**src/rtl/sbus_transfer_controller.sv**
```systemverilog
// S-bus transfer sequencer: round-robin arbitration of two requesters, then a
// DRIVE/STORE/DONE pulse train that strobes one switchable register per command.
module sbus_transfer_controller #(
  parameter int NREG = 8,
  parameter int AW   = 3,
  parameter int W    = 16
) (
  input  logic              CLK,
  input  logic              CLR,
  input  logic [1:0]        req_valid,
  output logic [1:0]        req_ready,
  input  logic [3:0]        req_op,
  input  logic [2*AW-1:0]   req_src,
  input  logic [2*AW-1:0]   req_dst,
  input  logic [2*W-1:0]    req_imm,
  output logic [NREG-1:0]   SR,
  output logic [1:0]        bus_sel,
  output logic [AW-1:0]     src_sel,
  output logic [W-1:0]      imm_out,
  output logic              busy,
  output logic              done,
  output logic              done_id,
  output logic              err
);

  typedef enum logic [1:0] {ST_IDLE, ST_DRIVE, ST_STORE, ST_DONE} state_t;

  localparam logic [1:0]  OP_MOVE  = 2'b00;
  localparam logic [1:0]  OP_LOAD  = 2'b01;
  localparam logic [1:0]  OP_RSVD  = 2'b11;
  localparam logic [AW:0] NREG_LIM = (AW+1)'(NREG);

  state_t          r_state;
  state_t          w_next;
  logic            r_rr;
  logic            r_id;
  logic            r_ill;
  logic [AW-1:0]   r_dst;

  logic            w_open;
  logic            w_take;
  logic            w_gid;
  logic [1:0]      w_op;
  logic [AW-1:0]   w_src;
  logic [AW-1:0]   w_dst;
  logic [W-1:0]    w_imm;
  logic [NREG-1:0] w_sr_hot;

  // Commands are only taken while no transfer owns the bus, and never during reset.
  assign w_open = ~CLR & ((r_state == ST_IDLE) | (r_state == ST_DONE));

  always_comb begin
    w_gid = req_valid[1];
    if (&req_valid) w_gid = r_rr;
  end

  assign w_take    = w_open & (|req_valid);
  assign req_ready = w_take ? (w_gid ? 2'b10 : 2'b01) : 2'b00;

  assign w_op  = w_gid ? req_op[3:2]          : req_op[1:0];
  assign w_src = w_gid ? req_src[2*AW-1:AW]   : req_src[AW-1:0];
  assign w_dst = w_gid ? req_dst[2*AW-1:AW]   : req_dst[AW-1:0];
  assign w_imm = w_gid ? req_imm[2*W-1:W]     : req_imm[W-1:0];

  assign w_sr_hot = {{(NREG-1){1'b0}}, 1'b1} << r_dst;

  always_ff @(posedge CLK or posedge CLR) begin
    if (CLR) r_state <= ST_IDLE;
    else     r_state <= w_next;
  end

  always_comb begin
    w_next = r_state;
    case (r_state)
      ST_IDLE:  if (w_take) w_next = ST_DRIVE;
      ST_DRIVE: w_next = ST_STORE;
      ST_STORE: w_next = ST_DONE;
      ST_DONE:  w_next = w_take ? ST_DRIVE : ST_IDLE;
      default:  w_next = ST_IDLE;
    endcase
  end

  always_ff @(posedge CLK or posedge CLR) begin
    if (CLR) begin
      r_rr    <= 1'b0;
      r_id    <= 1'b0;
      r_ill   <= 1'b0;
      r_dst   <= '0;
      SR      <= '0;
      bus_sel <= 2'b00;
      src_sel <= '0;
      imm_out <= '0;
      busy    <= 1'b0;
      done    <= 1'b0;
      done_id <= 1'b0;
      err     <= 1'b0;
    end else begin
      if (w_take) begin
        r_rr    <= ~w_gid;
        r_id    <= w_gid;
        r_dst   <= w_dst;
        r_ill   <= (w_op == OP_RSVD) | ({1'b0, w_dst} >= NREG_LIM);
        src_sel <= w_src;
        case (w_op)
          OP_MOVE: begin bus_sel <= 2'b00; imm_out <= '0;    end
          OP_LOAD: begin bus_sel <= 2'b01; imm_out <= w_imm; end
          default: begin bus_sel <= 2'b10; imm_out <= '0;    end
        endcase
      end
      // Strobe only for the STORE cycle, and never for an illegal command.
      SR   <= ((w_next == ST_STORE) && !r_ill) ? w_sr_hot : '0;
      busy <= (w_next == ST_DRIVE) || (w_next == ST_STORE);
      done <= (w_next == ST_DONE);
      err  <= (w_next == ST_DONE) && r_ill;
      if (w_next == ST_DONE) done_id <= r_id;
    end
  end

endmodule

```
**config.mk**
```make
export PLATFORM = sky130hd
export DESIGN_NAME = sbus_transfer_controller
export DESIGN_NICKNAME = d
export VERILOG_FILES = /design/src/rtl/sbus_transfer_controller.sv
export SDC_FILE = /design/constraint.sdc
export NUM_CORES = 1
export LEC_CHECK = 0
export BUFFER_PORTS_ARGS = -buffer_cell sky130_fd_sc_hd__clkbuf_2
export CAP_MARGIN = 20
export CORE_UTILIZATION = 48
export CTS_CLUSTER_SIZE = 24
export DETAILED_ROUTE_END_ITERATION = 8
export PLACE_DENSITY = 0.79
export SYNTH_ARGS = -nofsm -noshare
export SYNTH_HDL_FRONTEND = slang
export SYNTH_SLANG_ARGS = --single-unit
```
**constraint.sdc**
```tcl
create_clock -name CLK -period 2.4 [get_ports CLK]
set_input_delay 0.48 -clock CLK [delete_from_list [all_inputs] [get_ports CLK]]
set_output_delay 0.48 -clock CLK [all_outputs]
set_load 0.01 [all_outputs]
```
* Word-level counts from Yosys, hierarchy flattened
Cells that the tools add are included.
W data, S select, Z words.
** Storage, ports and cells
- Bits in registers :: 41
** Cells by class
- Reduce and logical (&&, ||, !) cells :: 8
- Bitwise operators :: 5
- Equal/unequal tests :: 8
- Multiplexer cells :: 13
- Shifts and indexed selects :: 1
** Operators by type and width (count)
- $mux W16 :: 2
- $eq A2 B2 Y1 const B :: 5
- $mux W2 :: 4
- $mux W8 :: 1
- $pmux W2 S4 :: 1
- $shl A1 B3 Y8 const A :: 1
- $eq A2 B1 Y1 const B :: 3
- $mux W3 :: 2
- $logic_not A2 Y1 :: 2
- $pmux W2 S2 :: 1
- $and A1 B1 Y1 :: 2
- $logic_and A1 B1 Y1 :: 2
- $mux W1 :: 2
- $not A1 Y1 :: 2
- $reduce_and A2 Y1 :: 1
- $reduce_or A2 Y1 :: 1
- $logic_not A1 Y1 :: 1
- $logic_or A1 B1 Y1 :: 1
- $or A1 B1 Y1 :: 1

* Depth between registers and ports, before layout
- Word-level depth :: 9
- Mapped depth :: 7
- Gate-level depth less buffers :: 6

* Least setup slack after synthesis
OpenSTA, ideal clock, no wires.
- Path type :: flip-flop to output port
- Start point :: register r_state[0]
- End point :: output port req_ready[0]
- Buffers on the path :: 1
- Stages on the path, launching flop included :: 7
- Path slack :: 0.298 ns
- Data arrival time :: 1.622 ns
- Path through :: dfrtp_1 -> inv_1 -> ha_1 -> or2_4 -> a21oi_1 -> buf_2 -> and2_1
** On the way
- Cells in the longest elaborated chain, start to end :: 5
- Elaborated cells on any way between the ends :: 6
- Those cells by class :: eq/ne: 1; mux: 1; bitwise: 3; reduce/logical: 1
** RTL lines
- start: declaration :: line 33 : state_t r_state;
- start signal: assignment :: line 69 : else r_state <= w_next;
- $eq A2 B2 Y1 or $logic_not A2 Y1 (tied branches) :: line 50 : assign w_open = ~CLR & ((r_state == ST_IDLE) | (r_state == ST_DONE));
- $or A1 B1 Y1 (*) :: line 50
- $and A1 B1 Y1 (*) :: line 50
- $and A1 B1 Y1 (*) :: line 57 : assign w_take = w_open & (|req_valid);
- $mux W2 (*) :: line 58 : assign req_ready = w_take ? (w_gid ? 2'b10 : 2'b01) : 2'b00;
- end: declaration :: line 11 : output logic [1:0] req_ready,
Every way passes the cells marked *; elsewhere a longest branch is shown, timed or not.

* Worst setup path after layout
Same ends and word-level chain as after synthesis.

==> results_dict.tcl <==
set metrics [dict create \
    run_status "complete, no violations" \
    hold_viol 0 \
    criticalPathCategory "register to primary output" \
    count_of_cells_along_the_worst_register_to_register_path 6 \
    drt-initial-drc-count 118 \
    yosys.area.top_type_share_pct 48.93 \
    initial_core_util_pct 51.32 \
    ctsHtreeMaxLevel 2 \
    unrepaired_setup_endpoints_after_global_routing "no" \
    avg_synthesized_cell_area_um2 10.28 \
    synth_area_um2 2097 \
    cts_inserted_buffers 5 \
    data_required_time_at_the_worst_endpoint_ns 1.92 \
    finalCritPeriodShare_pct 94.90 \
    synth.net_count 260 \
    power.static_leakage_uw 0.001429 \
    p_per_area_nw_per_um2 1097 \
    synth_to_layout_area_growth_pct 28.04 \
    timing.final.max_slew_violations 0 \
    ys_types 34 \
    num_antenna_cells 0 \
    clock_sink_count 41 \
    totalNegativeSetupSlack_ns 0 \
    filler_cell_count 354 \
    pin_count_of_the_biggest_net_entering_global_routing 23 \
    synth_area_leaders "sky130_fd_sc_hd__dfrtp_1 49%, sky130_fd_sc_hd__nor2b_1 8.9%, sky130_fd_sc_hd__mux2i_1 7.2%, sky130_fd_sc_hd__nand2_1 5.7%, sky130_fd_sc_hd__o21ai_2 4.6%" \
    die_width_um 68.10 \
    netlist.top_cell.by_area "sky130_fd_sc_hd__dfrtp_1" \
    period_minus_slack_ns 2.278 \
    place_area_um2 2580 \
    final_antenna_violating_net_count 0 \
    slew_headroom_pct 33.22 \
    clkTransAtPathRegs_ns 0.07 \
    root_buffer "sky130_fd_sc_hd__clkbuf_8" \
    min-delay-path-class "input pin to async pin" \
    hpwl_um 3450 \
    clockBufferDepth 2 \
    finClkSkew_ns 0.005310 \
    setup.worst_path.end_class "primary output" \
    worst-path-max-fanout 6 \
    worst_r2r_src "r_state[0]$_DFF_PP0_" \
    design.core.area_um2 4086 \
    route.top_layer_used "met4" \
    grt_antenna_before_repair 0 \
    max_cap_viol_count 0 \
    startpoint_type "register" \
    cts.hold.buffers_added 0 \
    synth-seq-area-share_pct 48.93 \
    timing.rr.end "r_ill$_DFFE_PP0N_" \
    syn_inst 204 \
    io_pins 87 \
    vias 1764 \
    routed-wl-met3_um 247 \
    design_power_total_uw 2945 \
    final_cell_area_um2 2685 \
    avgViaCountPerCell 5.084 \
    worstSkewPairLatency_ns 0.29 \
    drt-pass1-iter-count 4 \
    setup-violations-final 0 \
    remaining_drc_errors 0 \
    regArea_um2 1027 \
    height_of_the_die_um 68.10 \
    wl_met2_um 2227 \
    placement_row_count 23 \
    wl_met1_um 1907 \
    synth.yosys.warnings 0 \
    first_global_vias 1583 \
    area_of_the_multi_input_gates_um2 999.7 \
    detail_route.wl_per_cell_um 12.88 \
    post_route_cells_drive_above_1_share_pct 42.09 \
    track_usage_pct 21.10 \
    place.gp.congestion 0.7885 \
    worst-slew-pin-transition_ns 1.002 \
    reg2reg_slack_ns 0.23 \
    residual_overflow_from_global_routing 0 \
    ys_seq_elements 41 \
    fin_nets 352 \
    max_freq_mhz 439.1 \
    routed_wl_um 4469 \
    io_buffers 86 \
    design.die.area_um2 4637 \
    cts_tree "yes" \
    cp.arrival_ns 1.80 \
    vdd_ir_drop_max_mv 0.4872 \
    grt_first_pass_wirelength_um 7141 \
]
critical path, cell delays in order, from the launching register on:
cell and delay, ns:
sky130_fd_sc_hd__dfrtp_2 0.41, sky130_fd_sc_hd__inv_2 0.09, sky130_fd_sc_hd__ha_2 0.32, sky130_fd_sc_hd__or2_4 0.28, sky130_fd_sc_hd__a21oi_2 0.13, sky130_fd_sc_hd__and2_1 0.13
sky130_fd_sc_hd__clkbuf_2 0.14
kinds of logic (layout without fill, tap and decap cells):
group,count (synthesis),in the layout,synth area share (%)
buffers and inverters,15,108,3.699
AO/OA/AOI/OAI,41,41,15.45
multiplexers,16,16,7.697
AND/OR/NAND/NOR,86,86,21.42
flip-flops,41,41,48.93
XOR/XNOR,1,1,0.4177
adder cells (fa/ha/maj),4,4,2.387
layer usage:
layer  vias to the layer above  track usage [%]
li1                        876                -
met1                       815            25.58
met2                        64            34.68
met3                         9            5.000
met4                         0            10.68
met5                         -                0
area by class of cell:
cell class,count,share of cell area [%]
Tap cell,50,2.330
Multi-Input combinational cell,148,37.23
Sequential cell,41,38.26
Inverter,6,0.8388
Timing Repair Buffer,94,18.27
Clock buffer,6,2.703
Clock inverter,2,0.3728
cell usage after synthesis, drive strengths merged:
cell type	instances
a21o	1
a21oi	2
a221o	1
a22o	4
a22oi	1
a32o	1
a32oi	7
and2	3
buf	5
clkbuf	4
dfrtp	41
ha	4
inv	6
mux2	1
mux2i	15
nand2	32
nand2b	3
nand3b	1
nor2	12
nor2b	31
nor3	1
nor4	2
o21ai	24
or2	1
xnor2	1
timing repair:
action                                  4_1_cts  5_1_grt
pin swaps                                     0        1
setup buffers                                 1        1
endpoints found under the setup margin        3        6
gates resized for setup                       3        2
metrics by stage:
step / setup WS [ns] / hold WS, ns / util, % / std cells
5_1_grt: 0.03799 / 0.2518 / 65.71 / 347
3_5_place_dp: 0.01719 / 0.4721 / 63.14 / 337
4_1_cts: 0.01249 / 0.2384 / 65.49 / 346
6_report: 0.1224 / 0.2184 / 65.71 / 347
3_3_place_gp: 0.1467 / 0.4517 / 63.14 / 337
2_1_floorplan: 0.2979 / 0.4436 / - / 204
registers in the layout, summed over array words and instances (netlist names), 2 cells and up:
name and flops:
r_dst 3, src_sel 3, bus_sel 2, imm_out 16, SR 8, r_state 2
worst max path at each step:
stage,cells after the start,endpoint,startpoint
2_1_floorplan,6,req_ready[0],r_state[0]$_DFF_PP0_
3_3_place_gp,6,r_ill$_DFFE_PP0N_,r_state[0]$_DFF_PP0_
3_5_place_dp,6,r_ill$_DFFE_PP0N_,r_state[0]$_DFF_PP0_
4_1_cts,5,req_ready[1],r_state[0]$_DFF_PP0_
5_1_grt,6,req_ready[0],r_state[0]$_DFF_PP0_
6_report,6,req_ready[0],r_state[0]$_DFF_PP0_
report_power, final:
group	internal, uW	total (uW)	leakage [uW]	switching [uW]
Sequential	982	1180	0.000537	197
Combinational	594	1330	0.000847	739
Clock	202	433	0.0000450	231
layout by cell type, fill, tap and decap left out, types with 2 or more instances in the layout:
master,instances
sky130_fd_sc_hd__nor2b_1,30
sky130_fd_sc_hd__clkbuf_8,5
sky130_fd_sc_hd__nor2_1,12
sky130_fd_sc_hd__a32oi_1,6
sky130_fd_sc_hd__o21ai_2,11
sky130_fd_sc_hd__buf_4,8
sky130_fd_sc_hd__dfrtp_1,40
sky130_fd_sc_hd__mux2i_1,15
sky130_fd_sc_hd__clkbuf_2,85
sky130_fd_sc_hd__clkinv_2,2
sky130_fd_sc_hd__inv_2,2
sky130_fd_sc_hd__nor4_1,2
sky130_fd_sc_hd__a22o_1,3
sky130_fd_sc_hd__inv_1,3
sky130_fd_sc_hd__o21ai_0,9
sky130_fd_sc_hd__nand2b_1,3
sky130_fd_sc_hd__and2_1,3
sky130_fd_sc_hd__nand2_1,32
sky130_fd_sc_hd__o21ai_1,3
sky130_fd_sc_hd__ha_1,3
Power figures use the tool's default switching activity.
